### src/rtl/dot_product_engine.sv
// dot_product_engine: LANES-wide multiply-accumulate of two buffered vectors, results queued in a FIFO.
// Define DOTP_SATURATE_EN to clip results to OUT_WIDTH instead of keeping the low bits.
module dot_product_engine #(
    parameter int DATA_WIDTH = 8,
    parameter int VECTOR_LEN = 8,
    parameter int LANES      = 2,
    parameter int RES_DEPTH  = 16,
    parameter int OUT_WIDTH  = 16
) (
    input  logic                            clk,
    input  logic                            rst,
    input  logic                            wr_en,
    input  logic [$clog2(VECTOR_LEN)-1:0]   wr_addr,
    input  logic [DATA_WIDTH-1:0]           wr_data_a,
    input  logic [DATA_WIDTH-1:0]           wr_data_b,
    input  logic                            start,
    output logic                            busy,
    output logic                            done,
    input  logic                            rd_en,
    output logic [OUT_WIDTH-1:0]            rd_data,
    output logic                            rd_valid,
    output logic [$clog2(RES_DEPTH):0]      res_count,
    output logic                            full,
    output logic                            ovf_err,
    output logic                            sat_flag
);
    localparam int IDX_W = $clog2(VECTOR_LEN);
    localparam int PTR_W = $clog2(RES_DEPTH);
    localparam int CNT_W = PTR_W + 1;
    localparam int ACC_W = 2 * DATA_WIDTH + IDX_W;
    localparam logic [IDX_W-1:0] LAST_IDX = IDX_W'(VECTOR_LEN - LANES);

    typedef enum logic [1:0] {IDLE, COMPUTE, STORE} state_t;

    state_t                state_q, state_d;
    logic [DATA_WIDTH-1:0] a_mem [VECTOR_LEN];
    logic [DATA_WIDTH-1:0] b_mem [VECTOR_LEN];
    logic [OUT_WIDTH-1:0]  res_mem [RES_DEPTH];
    logic [ACC_W-1:0]      acc_q, acc_d, lane_sum;
    logic [IDX_W-1:0]      idx_q, idx_d;
    logic [PTR_W-1:0]      wr_ptr_q, wr_ptr_d, rd_ptr_q, rd_ptr_d;
    logic [CNT_W-1:0]      count_q, count_d;
    logic [OUT_WIDTH-1:0]  rd_data_q, rd_data_d, res_val;
    logic                  rd_valid_q, rd_valid_d, done_q, done_d;
    logic                  ovf_q, ovf_d, sat_q, sat_d, res_sat;
    logic                  accept, push, pop;

    assign full   = count_q == CNT_W'(RES_DEPTH);
    assign accept = state_q == IDLE && start && !full;
    assign push   = state_q == STORE;
    assign pop    = rd_en && count_q != '0;

    always_ff @(posedge clk) begin
        if (rst) begin
            state_q    <= IDLE;
            acc_q      <= '0;
            idx_q      <= '0;
            wr_ptr_q   <= '0;
            rd_ptr_q   <= '0;
            count_q    <= '0;
            rd_data_q  <= '0;
            rd_valid_q <= 1'b0;
            done_q     <= 1'b0;
            ovf_q      <= 1'b0;
            sat_q      <= 1'b0;
        end else begin
            state_q    <= state_d;
            acc_q      <= acc_d;
            idx_q      <= idx_d;
            wr_ptr_q   <= wr_ptr_d;
            rd_ptr_q   <= rd_ptr_d;
            count_q    <= count_d;
            rd_data_q  <= rd_data_d;
            rd_valid_q <= rd_valid_d;
            done_q     <= done_d;
            ovf_q      <= ovf_d;
            sat_q      <= sat_d;
        end
    end

    // Storage arrays are deliberately left out of reset.
    always_ff @(posedge clk) begin
        if (state_q == IDLE && wr_en) begin
            a_mem[wr_addr] <= wr_data_a;
            b_mem[wr_addr] <= wr_data_b;
        end
        if (push) res_mem[wr_ptr_q] <= res_val;
    end

    always_comb begin
        state_d = state_q == IDLE    ? (accept ? COMPUTE : IDLE) :
                  state_q == COMPUTE ? (idx_q == LAST_IDX ? STORE : COMPUTE) : IDLE;
    end

    always_comb begin
        lane_sum = '0;
        for (int l = 0; l < LANES; l++)
            lane_sum = lane_sum + ACC_W'(a_mem[idx_q + IDX_W'(l)]) * ACC_W'(b_mem[idx_q + IDX_W'(l)]);
    end

`ifdef DOTP_SATURATE_EN
    localparam logic [ACC_W-1:0] OUT_MAX = ACC_W'({OUT_WIDTH{1'b1}});
    assign res_sat = acc_q > OUT_MAX;
    assign res_val = res_sat ? '1 : acc_q[OUT_WIDTH-1:0];
`else
    assign res_sat = 1'b0;
    assign res_val = acc_q[OUT_WIDTH-1:0];
`endif

    // The index wraps to zero after the last group, which is harmless since STORE follows.
    always_comb begin
        acc_d      = accept ? '0 : state_q == COMPUTE ? acc_q + lane_sum : acc_q;
        idx_d      = accept ? '0 : state_q == COMPUTE ? idx_q + IDX_W'(LANES) : idx_q;
        wr_ptr_d   = push ? wr_ptr_q + PTR_W'(1) : wr_ptr_q;
        rd_ptr_d   = pop ? rd_ptr_q + PTR_W'(1) : rd_ptr_q;
        count_d    = count_q + CNT_W'(push) - CNT_W'(pop);
        rd_data_d  = pop ? res_mem[rd_ptr_q] : rd_data_q;
        rd_valid_d = pop;
        done_d     = push;
        ovf_d      = ovf_q | (state_q == IDLE && start && full);
        sat_d      = push ? res_sat : sat_q;
    end

    always_comb begin
        busy      = state_q != IDLE;
        done      = done_q;
        rd_data   = rd_data_q;
        rd_valid  = rd_valid_q;
        res_count = count_q;
        ovf_err   = ovf_q;
        sat_flag  = sat_q;
    end
endmodule

### config.mk
export PLATFORM = sky130hd
export DESIGN_NAME = dot_product_engine
export DESIGN_NICKNAME = d
export VERILOG_FILES = /design/src/rtl/dot_product_engine.sv
export SDC_FILE = /design/constraint.sdc
export NUM_CORES = 1
export LEC_CHECK = 0
export CORE_AREA = 2 2 247 200
export CTS_BUF_LIST = sky130_fd_sc_hd__clkbuf_4
export CTS_CLUSTER_DIAMETER = 80
export DETAILED_ROUTE_END_ITERATION = 8
export DIE_AREA = 0 0 249 202
export PLACE_DENSITY = 0.67
export RECOVER_POWER = 50
export SYNTH_ARGS = -nofsm -noshare
export SYNTH_HDL_FRONTEND = slang
export SYNTH_SLANG_ARGS = --single-unit
### constraint.sdc
create_clock -name clk -period 7.7 [get_ports clk]
set_clock_uncertainty 0.15 [all_clocks]
set_input_delay 1.155 -clock clk [delete_from_list [all_inputs] [get_ports clk]]
set_output_delay 1.155 -clock clk [all_outputs]
set_load 0.01 [all_outputs]
==> metrics.txt <==
CTS tree done; Clock Tree Buf Depth 3; Ports 51; Core Region 47800 um^2; number of synthesized flops with an enable pin 384; slowest CP cell dfxtp_1; CP Launch Type flop; Comb power frac 52.1%; Slew Limit Fails 0; setup_tns 0 ns; final core utilization 50.2%; area taken by multi-input logic gates 7760 um^2; peak supply drop 0.000558 V; CTS Root Cell clkbuf_4; switching share of power 39.2%; initial antenna violation count 2; area share of the largest cell type after synthesis 54.2%; Yosys warning total 0; drt pass-1 iters 5; Total Routing Usage GR 18.3%; die width 249 um; Leak 8.88 nW; layout cells sized above 1 20.9%; CP peak stage delay 0.79 ns; Netlist cell types 54; post-cts sizing count 0; vias in the first global route 11800; vias per cell 5.25; Worst slew margin 21.6%; Area Overhead vs Synth 12.9%; chip height 202 um; Req. time, crit path 8.24 ns; final worst-path cycle share 84.6%; fmax 154 MHz; dominant cell type by area after synthesis edfxtp_1; setup bufs post-CTS 0; part of the total power dissipated in the clock network 19.3%; Reg power frac 28.6%; clk_lat worst skew 0.86 ns; nets 1669; post-route setup slack 1.19 ns; # fillers 4015; critical path, cell by cell mux4_2 -> and2_1 -> fa_1 -> inv_1 -> fa_1 -> fa_1 -> inv_1 -> fa_1 -> fa_1 -> inv_1 -> fa_1 -> inv_1 -> ha_1 -> a21oi_1 -> o211ai_1 -> a31o_2 -> o22ai_1 -> nor3_1 -> a2111oi_0; CP endpoint kind flop; first-pass GRT wire length 68500 um; ys async rst share 0%; Yosys reg bits 438; Post-DRT Antenna Nets 0; largest net degree at the start of global routing 68; Cell Area, Synth 21300 um^2; CP max FO 16; Arr. time, crit path 7.06 ns; total grt overflow 0; Die Footprint 50300 um^2; clock transition at the registers of the reported paths 0.07 ns; H-tree level count 3; Mapped Nets 1517; DP HPWL 29800 um; hold_ws 0.322 ns; DR iter-0 viols 1008; Port Buffers 49; register area 12600 um^2; Max-cap violations 0; Fin. Hold Viols 0; register area share after synthesis 59.3%; gpl congestion 0.878; total CTS buffers 105; Crit Path Category reg2reg; Psw 3.91 mW; Hold Buf Count CTS 0; worst min-delay path class reg2reg; Vias 11500; most used cell, CP fa_1; drt total wl 44500 um; pre-CTS setup slack 1.18 ns; worst slew pin tran 1.17 ns; largest cells by area after synthesis edfxtp_1 (54%), fa_1 (10%), mux4_2 (10%); outcome finished, final reports clean; Pint 6.06 mW; Initial Util 44.5%; Power per Cell Area 415 nW/um^2; setup violators final 0; final worst path period need 6.51 ns; Cells after Synth 1304; Avg Cell Area, Syn 16.3 um^2; Main synth FF type edfxtp_1; clock sinks 438; Residual DRC 0; RSZ-0062 raised after global routing false; DR WL/cell 20.4 um; Cell Rows 72
layer usage:
metal | wire, um | GRT usage (%) | vias to the layer above
met2 | 21100 | 28.5 | 349
met5 | 0 | 0 | -
met1 | 19800 | 25.3 | 5941
met4 | 697 | 5.71 | 0
li1 | - | - | 5119
met3 | 2860 | 4.80 | 55
synthesized netlist by cell type, drive strengths merged, types with 8 or more instances:
cell type	count
ha	78
o21ai	8
edfxtp	384
nor3	11
inv	184
fa	111
a22o	18
clkbuf	16
xnor2	12
dfxtp	54
xor2	11
nand2	78
and2	80
a21oi	23
mux4	112
buf	21
nor2	45
power by group through the flow:
| stage | combinational [mW] | sequential (mW) | clock (mW) |
|---|---|---|---|
| after global placement | 5.10 | 2.90 | 0 |
| after floorplan | 4.09 | 2.86 | 0 |
| final | 5.19 | 2.85 | 1.93 |
| after global routing | 5.92 | 2.87 | 2.09 |
| after detailed placement | 5.19 | 2.91 | 0 |
| after CTS | 5.23 | 2.86 | 1.98 |
worst paths after layout:
kind | from | endpoint | slack, ns | depth (start not counted)
hold / removal | ovf_err | ovf_err | 0.32 | 2
setup / recovery | flop | acc_q[15] | 1.19 | 19
hold reg to reg | ovf_err | ovf_err | 0.32 | 2
setup reg to reg | flop | acc_q[15] | 1.19 | 19
final cells by class:
cell class | count | share of cell area [%]
clock inverters | 37 | 0.828
multi-input cells | 643 | 32.3
inverters | 185 | 2.89
well taps | 629 | 3.28
repair buffers | 83 | 3.04
flip-flops and latches | 438 | 52.5
diodes | 4 | 0.0417
clock buffers | 163 | 5.09
layout by cell type (no fill, tap or decap), types with 16 or more instances in the layout:
cell / count
edfxtp_1: 384
inv_1: 184
clkbuf_4: 163
fa_1: 111
mux4_2: 96
and2_1: 80
nand2_1: 78
ha_1: 78
dfxtp_1: 52
nor2_1: 33
clkdlybuf4s50_1: 33
buf_4: 30
clkinv_1: 27
a21oi_1: 23
a22o_1: 18
mux4_1: 16
dlygate4sd3_1: 16
sequential cells by signal (all words and copies together) (netlist names), 2 cells and up, named ones only:
name,flops
res_count,5
res_mem,256
acc_q,16
idx_q,2
wr_ptr_q,4
rd_data,16
rd_ptr_q,4
a_mem,64
b_mem,64
state_q,2
per-stage QoR:
| stage | cells | instance area, um^2 | power, mW |
|---|---|---|---|
| finish | 2182 | 24000 | 9.97 |
| global route | 2182 | 24000 | 10.9 |
| CTS | 2178 | 24000 | 10.1 |
| detailed placement | 1978 | 22600 | 8.10 |
| global placement | 1978 | 22600 | 8.00 |
| floorplan | 1304 | 21300 | 6.94 |
cell families after synthesis:
kind of cell	Yosys count	share of synthesized area (%)
and+or+nand+nor	243	5.61
muxes	114	12.2
adders and majority gates	189	15.0
DFF	438	59.3
other	1	0.0176
AOI/OAI and AO/OA	73	2.35
buffers and inverters	223	4.50
xor gates and xnor gates	23	0.947
critical path, delay by kind of cell, from the launching register on:
| family | cells | cell delay [ns] |
|---|---|---|
| compound gates | 5 | 1.17 |
| flops | 1 | 0.79 |
| buf+inv | 4 | 0.20 |
| fa+ha+maj | 7 | 3.28 |
| mux | 1 | 0.50 |
| simple gates | 2 | 0.30 |
(Power assumes the default switching activity.)
